$ cat src/rtl/bus_pkg.sv
// Shared definitions for the datapath bus controller: contention policy,
// default geometry and the fixed source-index map.
package bus_pkg;

    typedef enum logic {
        BUS_STRICT,
        BUS_PRIORITY
    } bus_mode_e;

    localparam int unsigned BUS_WIDTH_DEF = 16;
    localparam int unsigned BUS_NSRC_DEF  = 4;

    localparam int unsigned SRC_PC     = 0;
    localparam int unsigned SRC_ALU    = 1;
    localparam int unsigned SRC_MARMUX = 2;
    localparam int unsigned SRC_MDR    = 3;

endpackage

$ cat src/rtl/bus_gate_decode.sv
// Gate-vector classifier: exactly-one / none / several asserted, plus the
// lowest asserted index. Knows nothing about bus data width.
module bus_gate_decode #(
    parameter int unsigned NSRC = 4,
    parameter int unsigned IW   = $clog2(NSRC)
) (
    input  logic [NSRC-1:0] gate_i,
    output logic            onehot_o,
    output logic            zero_o,
    output logic            multi_o,
    output logic [IW-1:0]   lowest_o
);

    always_comb begin
        int unsigned ones;
        logic        found;
        ones     = 0;
        found    = 1'b0;
        lowest_o = '0;
        for (int unsigned i = 0; i < NSRC; i++) begin
            if (gate_i[i]) begin
                ones = ones + 1;
                if (!found) begin
                    lowest_o = IW'(i);
                    found    = 1'b1;
                end
            end
        end
        onehot_o = (ones == 1);
        zero_o   = (ones == 0);
        multi_o  = (ones > 1);
    end

endmodule

$ cat src/rtl/shared_bus_ctrl.sv
// N-source, W-bit datapath bus with a keeper register, selectable contention
// policy and sticky/saturating contention error reporting.
module shared_bus_ctrl
    import bus_pkg::*;
#(
    parameter int unsigned WIDTH = BUS_WIDTH_DEF,
    parameter int unsigned NSRC  = BUS_NSRC_DEF,
    parameter bus_mode_e   MODE  = BUS_STRICT,
    parameter int unsigned ERRW  = 8
) (
    input  logic                    Clk,
    input  logic                    Reset_n,
    input  logic [NSRC*WIDTH-1:0]   src_data,
    input  logic [NSRC-1:0]         gate,
    input  logic                    clr_err,
    output logic [WIDTH-1:0]        bus_out,
    output logic                    bus_driven,
    output logic                    contention,
    output logic                    err_sticky,
    output logic [ERRW-1:0]         err_count,
    output logic [$clog2(NSRC)-1:0] last_src
);

    localparam int unsigned IW = $clog2(NSRC);

    logic             dec_onehot;
    logic             dec_zero;
    logic             dec_multi;
    logic [IW-1:0]    dec_lowest;
    logic [WIDTH-1:0] src_arr [NSRC];

    logic [WIDTH-1:0] keeper_q,     keeper_d;
    logic [IW-1:0]    last_src_q,   last_src_d;
    logic             err_sticky_q, err_sticky_d;
    logic [ERRW-1:0]  err_count_q,  err_count_d;

    bus_gate_decode #(
        .NSRC (NSRC),
        .IW   (IW)
    ) u_decode (
        .gate_i   (gate),
        .onehot_o (dec_onehot),
        .zero_o   (dec_zero),
        .multi_o  (dec_multi),
        .lowest_o (dec_lowest)
    );

    for (genvar i = 0; i < NSRC; i++) begin : g_unpack
        assign src_arr[i] = src_data[i*WIDTH +: WIDTH];
    end

    // With exactly one gate the lowest index is the only index, so a single
    // mux keyed on dec_lowest serves both policies.
    always_comb begin
        bus_driven = dec_onehot || ((MODE == BUS_PRIORITY) && !dec_zero);
        contention = dec_multi;
        bus_out    = bus_driven ? src_arr[dec_lowest] : keeper_q;
    end

    always_comb begin
        keeper_d     = keeper_q;
        last_src_d   = last_src_q;
        err_sticky_d = err_sticky_q;
        err_count_d  = err_count_q;

        if (bus_driven) begin
            keeper_d   = bus_out;
            last_src_d = dec_lowest;
        end

        // Contention outranks a simultaneous clear: the clear is taken first,
        // then the current contention cycle is counted.
        if (contention) begin
            err_sticky_d = 1'b1;
            if (clr_err) begin
                err_count_d = ERRW'(1);
            end else if (err_count_q != '1) begin
                err_count_d = err_count_q + ERRW'(1);
            end
        end else if (clr_err) begin
            err_sticky_d = 1'b0;
            err_count_d  = '0;
        end
    end

    always_ff @(posedge Clk or negedge Reset_n) begin
        if (!Reset_n) begin
            keeper_q     <= '0;
            last_src_q   <= '0;
            err_sticky_q <= 1'b0;
            err_count_q  <= '0;
        end else begin
            keeper_q     <= keeper_d;
            last_src_q   <= last_src_d;
            err_sticky_q <= err_sticky_d;
            err_count_q  <= err_count_d;
        end
    end

    assign err_sticky = err_sticky_q;
    assign err_count  = err_count_q;
    assign last_src   = last_src_q;

endmodule

$ cat config.mk
export PLATFORM = sky130hd
export DESIGN_NAME = shared_bus_ctrl
export DESIGN_NICKNAME = d
export VERILOG_FILES = /design/src/rtl/bus_pkg.sv /design/src/rtl/bus_gate_decode.sv /design/src/rtl/shared_bus_ctrl.sv
export SDC_FILE = /design/constraint.sdc
export NUM_CORES = 1
export LEC_CHECK = 0
export BUFFER_PORTS_ARGS = -buffer_cell sky130_fd_sc_hd__buf_2
export CAP_MARGIN = 20
export CORE_MARGIN = 1
export CORE_UTILIZATION = 44
export CTS_CLUSTER_SIZE = 25
export DETAILED_ROUTE_END_ITERATION = 7
export HOLD_SLACK_MARGIN = 0.02
export PLACE_DENSITY = 0.77
export SYNTH_ARGS = -nofsm -noshare
export SYNTH_HDL_FRONTEND = slang
export SYNTH_SLANG_ARGS = --single-unit
$ cat constraint.sdc
create_clock -name Clk -period 3.2 [get_ports Clk]
set_input_delay 0.64 -clock Clk [delete_from_list [all_inputs] [get_ports Clk]]
set_output_delay 0.64 -clock Clk [all_outputs]
set_load 0.01 [all_outputs]
==> results.md, run 1 <==
- Post-synthesis compound-gate area fraction: 0.1598
- Cell area reported after detailed placement: 0.003074 mm2
- Unrepaired setup endpoints after global routing: true
- Setup slack after layout: 0.03827 ns
- Post-synthesis to final-layout area growth: 40.73%
- Fill cells: 421
- CTS tree: built
- Hold buffers post-CTS: 0
- Post-Syn Area per Cell: 9.820 um2
- CP required: 2.56 ns
- Most area-hungry cell type in the Yosys netlist: sky130_fd_sc_hd__dfrtp_1
- Outcome: completed
- Area share of the largest cell type after synthesis: 0.2820
- CTS clk-pin slew, worst paths: 0.09 ns
- EDFF count, synth: 0
- Cell leakage power: 1.695 nW
- Worst setup SP type: primary input
- Tcrit/Tclk final: 0.9880
- CP cell instances: buf_8 > ha_4 > nor2b_4 > or2_4 > ha_4 > nand2b_4 > o31ai_4 > and3_4 > buf_12 > mux2_4 > buf_6
- Crit-path slowest cell: sky130_fd_sc_hd__mux2_4
- Cell row count: 26
- Number of standard cells after synthesis: 244
- Stage delay of the slowest cell on the critical path: 0.30 ns
- Highest attainable clock frequency: 316.3 MHz
- Final net count: 437
- Number of hold-slack violations in the final timing report: 0
- First-pass GRT wire length: 9591 um
- Wire length reported by the detailed router: 6193 um
- Vias per std cell: 5.486
- Initial antenna violation count: 0
- Adder-cell area share of the yosys netlist: 0.03655
- Type of the worst setup path: in2out
- Transition at the pin with the smallest max-transition slack: 0.7111 ns
- Synth top area cells: sky130_fd_sc_hd__dfrtp_1 28%, sky130_fd_sc_hd__mux2i_1 14%, sky130_fd_sc_hd__o221ai_1 6.6%
- Fin crit period: 3.162 ns
- Die outline area: 0.005745 mm2
- CTS Buf Count: 3
- Antenna diode count: 0
- Number of buffer and inverter stages on the critical path: 3
- Antenna violation net count after detailed routing: 0
- Clock tree buffer depth: 2
- Count of final max-slew check failures: 0
- Effective utilization at floorplan: 0.4632
- Final setup violation count: 0
- Setup slack on the worst flop-to-flop path: 1.50 ns
- Number of storage elements in the synthesis netlist: 27
- Synthesized Nets: 322
- Ratio of total power to cell area: 484.6 mW/mm2
- Peak ir drop on the vdd network: 0.0002559 V
- Post-Route Hold Slack: 0.3778 ns
- MaxCap Viol Count: 0
- DR DRC count: 0
- Main flop type after synthesis: sky130_fd_sc_hd__dfrtp_1
- R2R Path Start: err_count[0]$_DFFE_PN0P_
- Aggregate global routing overflow: 0
- Depth of the worst register-to-register path: 5
- Critical path's most frequent cell: sky130_fd_sc_hd__ha_4
- Iteration-0 DRC count of the detailed router: 92
- Worst setup slack before clock tree synthesis: -0.1665 ns
- Largest clock skew in the final design: 0.001955 ns
- CP Capture Type: primary output
- Vias in the first global route: 2136
- Root cell of the clock tree: sky130_fd_sc_hd__clkbuf_8
- Cell Count Post-Placement: 418
- Data arrival time of the critical path: 2.52 ns
- Total number of clock tree sinks: 27
- Netlist Area Pre-Place: 0.002396 mm2
- Maximum number of pins on one net before global-route repair: 28
- Weighted congestion at the end of routability-driven global placement: 0.8262
- CTS H-Tree Depth: 1
- Number of standard cells in the final layout excluding fillers: 428
- Xor and xnor fraction of the mapped netlist area: 0.02245
- Fraction of synthesis flops using an asynchronous set or reset pin: 1.000
- Mux share of post-synthesis cell area: 0.2366
- Hold crit path type: in2async
- Vertical extent of the die: 75.80 um
- Later-pin clock latency in the skew report: 0.26 ns
- Remaining max-slew budget at the tightest pin: 0.5252
- Share of post-route cells with drive strength above 1: 0.4916
- Post-detail-place hpwl: 4666 um
- Fraction of the yosys area taken by sequential cells: 0.2820
- Setup TNS: 0 ns
- Number of top-level design ports: 100
- Unique cell type count in the Yosys netlist: 43
- Largest driver fanout on the critical path: 7
- Capture point of the worst reg-to-reg path: err_count[4]$_DFFE_PN0P_
- Synth warn: 0
- Total number of vias: 2348
- Count of input and output buffers: 99
- Post-layout instance area: 0.003372 mm2
- Die width: 75.80 um
- Core ar.: 0.005172 mm2
- Top Family by Delay on Critical Path: simple AND/OR/NAND/NOR gates
- Largest family of logic cells by synthesized area: multiplexers
- Average wire per cell in the routed design: 14.47 um
- First-pass iteration count of the detailed router: 4
- Simple-Gate Fraction of Synth Area: 0.1833
- Global-route total usage across every layer: 0.2152
[power by group]
part,internal (mW),switching (mW)
clock,0.0890,0.103
sequential,0.459,0.0620
combinational,0.521,0.400
total,1.07,0.565
[routing by layer]
layer / vias up / wire, um / part of all wire / global-route usage
met3: 6 / 214 / 0.035 / 0.02513
met2: 56 / 3220 / 0.52 / 0.3746
li1: 1143 / - / - / -
met5: - / 0 / 0 / 0
met1: 1143 / 2691 / 0.43 / 0.2823
met4: 0 / 66 / 0.011 / 0.05556
[layout make-up]
class	instances	area [um2]	area share
Clock buffer	4	45.04	0.01336
Inverter	14	52.55	0.01558
Multi-Input combinational cell	182	1650	0.4894
Sequential cell	27	675.6	0.2004
Tap cell	70	87.58	0.02597
Timing Repair Buffer	131	860.8	0.2553
[per-stage QoR]
step / utilization / power [mW]
floorplan: - / 1.023
global placement: 0.5943 / 1.278
detailed placement: 0.5943 / 1.304
CTS: 0.6374 / 1.618
global route: 0.6519 / 1.743
finish: 0.6519 / 1.634
[repair_timing]
item                                    CTS  global route
resized for setup                        19            16
setup buffers                             4             1
endpoints found under the setup margin   16            17
pin swaps                                 3             5
cloned                                    1             0
[cells in the mapped netlist (2+ instances only)]
master                      n
sky130_fd_sc_hd__a211oi_1   4
sky130_fd_sc_hd__a21oi_1    4
sky130_fd_sc_hd__and3_1     2
sky130_fd_sc_hd__buf_2      7
sky130_fd_sc_hd__buf_4      5
sky130_fd_sc_hd__buf_6      2
sky130_fd_sc_hd__clkbuf_1   5
sky130_fd_sc_hd__dfrtp_1   27
sky130_fd_sc_hd__ha_1       7
sky130_fd_sc_hd__inv_1     13
sky130_fd_sc_hd__mux2_2     9
sky130_fd_sc_hd__mux2_4     9
sky130_fd_sc_hd__mux2i_1   33
sky130_fd_sc_hd__nand2_1   19
sky130_fd_sc_hd__nand2b_1  10
sky130_fd_sc_hd__nand3_1    6
sky130_fd_sc_hd__nand4_1   10
sky130_fd_sc_hd__nand4b_1  10
sky130_fd_sc_hd__nor2_1     5
sky130_fd_sc_hd__nor2b_1    6
sky130_fd_sc_hd__o211ai_1   9
sky130_fd_sc_hd__o21ai_0    3
sky130_fd_sc_hd__o221ai_1  18
sky130_fd_sc_hd__xnor2_1    2
[worst max-delay path by stage]
stage / from / to / slack [ns] / cells past startpoint
floorplan: gate[0] / bus_out[0] / 0.008 / 11
CTS: gate[0] / bus_out[0] / 0.02 / 11
global route: gate[0] / bus_out[0] / -0.01 / 11
global placement: gate[0] / bus_out[4] / -0.13 / 11
detailed placement: gate[0] / bus_out[0] / -0.17 / 11
finish: gate[1] / bus_out[0] / 0.04 / 11
[layout by cell type (no fill, tap or decap), types with 2 or more instances in the layout]
| master | instances |
|---|---|
| sky130_fd_sc_hd__nor2_1 | 5 |
| sky130_fd_sc_hd__nand4_1 | 10 |
| sky130_fd_sc_hd__buf_4 | 26 |
| sky130_fd_sc_hd__o211ai_1 | 9 |
| sky130_fd_sc_hd__mux2_4 | 9 |
| sky130_fd_sc_hd__mux2_2 | 9 |
| sky130_fd_sc_hd__buf_2 | 90 |
| sky130_fd_sc_hd__mux2i_1 | 33 |
| sky130_fd_sc_hd__buf_6 | 10 |
| sky130_fd_sc_hd__a211oi_1 | 4 |
| sky130_fd_sc_hd__inv_1 | 11 |
| sky130_fd_sc_hd__ha_1 | 4 |
| sky130_fd_sc_hd__nand3_1 | 6 |
| sky130_fd_sc_hd__ha_4 | 3 |
| sky130_fd_sc_hd__buf_12 | 3 |
| sky130_fd_sc_hd__o21ai_0 | 3 |
| sky130_fd_sc_hd__o221ai_2 | 6 |
| sky130_fd_sc_hd__a21oi_1 | 4 |
| sky130_fd_sc_hd__nand2b_1 | 9 |
| sky130_fd_sc_hd__nor2b_1 | 5 |
| sky130_fd_sc_hd__nand2_1 | 19 |
| sky130_fd_sc_hd__o221ai_1 | 12 |
| sky130_fd_sc_hd__inv_2 | 2 |
| sky130_fd_sc_hd__clkbuf_8 | 3 |
| sky130_fd_sc_hd__nand4b_1 | 10 |
| sky130_fd_sc_hd__dfrtp_1 | 27 |
[sequential cells by signal, indices dropped and copies added (netlist names)]
| register | cells |
|---|---|
| keeper_q | 16 |
| err_count | 8 |
| last_src | 2 |
| err_sticky | 1 |
[kinds of logic after synthesis]
group | Yosys count
simple gates | 73
mux | 51
compound gates | 47
buf+inv | 35
flops | 27
fa+ha+maj | 7
xor+xnor | 4
Note: power is estimated with default switching activity, not from simulation.
==> run 2: changes to the inputs <==
- CORE_UTILIZATION: 44 -> 49
- PLACE_DENSITY: 0.77 -> 0.81
- REMOVE_ABC_BUFFERS: unset -> 1
- clock period: 3.2 -> 3.3 ns (I/O delays scaled with it)
==> results.md, run 2 (synthesis results as in run 1) <==
- Count of final max-slew check failures: 0 (unchanged)
- Total number of vias: 2394 (+2.0%)
- Aggregate global routing overflow: 0 (unchanged)
- Number of standard cells in the final layout excluding fillers: 418 (-2.3%)
- Remaining max-slew budget at the tightest pin: 0.5974 (+0.07223)
- Vias in the first global route: 2337 (+9.4%)
- Unrepaired setup endpoints after global routing: false
- Number of top-level design ports: 100 (unchanged)
- Antenna violation net count after detailed routing: 0 (unchanged)
- Initial antenna violation count: 0 (unchanged)
- Hold crit path type: in2async
- Register ranked first by flip-flop count: keeper_q
- Sequential cell area in the final layout: 675.6 um2 (unchanged)
- Timing startpoint of the critical path: gate[1]
- CTS tree: built
- Outcome: completed
- Clock tree buffer depth: 2 (unchanged)
- CTS Buf Count: 3 (unchanged)
- Share of post-route cells with drive strength above 1: 0.4843 (-0.007290)
- Average wire per cell in the routed design: 16.10 um (+11%)
- Die outline area: 0.005173 mm2 (-10%)
- Antenna diode count: 0 (unchanged)
- Number of hold-slack violations in the final timing report: 0 (unchanged)
- Fill cells: 367 (-13%)
- First-pass GRT wire length: 10840 um (+13%)
- Weighted congestion at the end of routability-driven global placement: 0.8499 (+2.9%)
- Total number of clock tree sinks: 27 (unchanged)
- CP Capture Type: primary output
- Count of input and output buffers: 99 (unchanged)
- Vertical extent of the die: 71.93 um (-5.1%)
- Highest attainable clock frequency: 308.0 MHz
- Crit-path slowest cell: sky130_fd_sc_hd__mux2_4
- R2R Path Start: err_count[0]$_DFFE_PN0P_
- Wire length reported by the detailed router: 6729 um (+8.7%)
- Area of the multi-input gates: 0.001664 mm2 (+0.83%)
- Setup TNS: 0 ns (unchanged)
- Later-pin clock latency in the skew report: 0.28 ns (+0.02 ns)
- Final net count: 430 (-1.6%)
- Top Family by Delay on Critical Path: simple AND/OR/NAND/NOR gates
- CP required: 2.64 ns (+0.08 ns)
- Fin crit period: 3.247 ns
- Largest driver fanout on the critical path: 5 (-2)
- Type of the worst setup path: in2out
- Core ar.: 0.004723 mm2 (-8.7%)
- Tcrit/Tclk final: 0.9838
- Cell area reported after detailed placement: 0.003048 mm2 (-0.85%)
- Maximum number of pins on one net before global-route repair: 28 (unchanged)
- Post-detail-place hpwl: 4544 um (-2.6%)
- Post-synthesis to final-layout area growth: 39.74%
- CTS clk-pin slew, worst paths: 0.10 ns (about the same)
- Die width: 71.93 um (-5.1%)
- MaxCap Viol Count: 0 (unchanged)
- Most frequent standard cell in the layout excluding fill and tap cells: sky130_fd_sc_hd__buf_2
- Data arrival time of the critical path: 2.59 ns (+0.07 ns)
- DR DRC count: 0 (unchanged)
- Critical path's most frequent cell: sky130_fd_sc_hd__ha_4
- Global-route total usage across every layer: 0.2672 (+0.05198)
- Flip-flop count of the largest register, all copies and words added: 16 (unchanged)
- Peak ir drop on the vdd network: 0.0002187 V (-15%)
- Stage delay of the slowest cell on the critical path: 0.30 ns (about the same)
- Cell Count Post-Placement: 411 (-1.7%)
- Worst setup SP type: primary input
- Largest clock skew in the final design: 0.001134 ns (-0.0008211 ns)
- Effective utilization at floorplan: 0.5073 (+0.04405)
- Hold buffers post-CTS: 0 (unchanged)
- Cell row count: 25 (-3.8%)
- Most used cells in the layout excluding fill and tap cells: 92 x sky130_fd_sc_hd__buf_2, 33 x sky130_fd_sc_hd__mux2i_1, 27 x sky130_fd_sc_hd__dfrtp_1
- Cell leakage power: 1.679 nW (-0.96%)
- Iteration-0 DRC count of the detailed router: 203 (+120%)
- Number of buffer and inverter stages on the critical path: 3 (unchanged)
- CP cell instances: buf_4 > ha_4 > nor2b_4 > or2_4 > ha_4 > nand2b_4 > o31ai_4 > and3_4 > buf_12 > mux2_4 > buf_6
- Post-layout total power: 1.587 mW (-2.9%)
- Root cell of the clock tree: sky130_fd_sc_hd__clkbuf_8
- Final setup violation count: 0 (unchanged)
- CTS H-Tree Depth: 1 (unchanged)
- Vias per std cell: 5.727 (+4.4%)
- First-pass iteration count of the detailed router: 4 (unchanged)
- Post-layout instance area: 0.003348 mm2 (-0.70%)
- Transition at the pin with the smallest max-transition slack: 0.6039 ns (-0.1072 ns)
- Ratio of total power to cell area: 473.9 mW/mm2 (-2.2%)
==> run 2: cell types whose count changed in the layout (fill, tap and decap cells not counted), sizes merged <==
cell    before  now
bufbuf       0    1
clkbuf       4    3
clkinv       1    2
buf        131  123
==> run 2: path summary, 6_finish.rpt <==
check	cells past startpoint	end	slack [ns]
worst max-delay path	11	bus_out[10]	0.05
max in group asynchronous	1	keeper_q[12]$_DFFE_PN0N_	2.52
min in group Clk	1	last_src[1]$_DFFE_PN0N_	0.50
worst min-delay path	1	keeper_q[14]$_DFFE_PN0N_	0.37
worst min register to register	1	last_src[1]$_DFFE_PN0N_	0.50
worst max register to register	5	err_count[3]$_DFFE_PN0P_	1.58
==> run 2: through the flow <==
| stage | hold WS, ns | utilization | setup slack, ns |
|---|---|---|---|
| after detailed placement | 0.4741 | 0.6453 | -0.1778 |
| after global placement | 0.4586 | 0.6453 | -0.1324 |
| after global routing | 0.4416 | 0.7089 | 0.001260 |
| final | 0.3729 | 0.7089 | 0.05349 |
| after CTS | 0.4026 | 0.7009 | -0.03907 |
| after floorplan | 0.3644 | - | -1.183 |
==> run 2: layout make-up <==
| class | count | area share |
|---|---|---|
| flip-flops and latches | 27 | 0.2018 |
| clock inverters | 1 | 0.001495 |
| well taps | 67 | 0.02504 |
| clock buffers | 3 | 0.01233 |
| repair buffers | 124 | 0.2451 |
| inverters | 14 | 0.01719 |
| multi-input cells | 182 | 0.4970 |
==> run 2: layer usage <==
metal | wire [um] | global-route usage
met1 | 2555 | 0.3078
met2 | 3617 | 0.5084
met3 | 402 | 0.03472
met4 | 155 | 0.08932
met5 | 0 | 0
==> run 2: power by group <==
group          total, mW  switching, mW  internal [mW]  leakage, nW
combinational      0.891          0.398          0.493         1.32
sequential         0.503         0.0585          0.445        0.337
clock              0.193          0.108         0.0849       0.0255
==> run 2: repair_timing <==
item                       in CTS  in global routing
setup endpoints to repair      16                 17
cloned                          2                  0
gates resized for setup        21                 14
hold endpoints to repair        0                  0
setup buffers                   2                  0
pin swaps                       3                  6
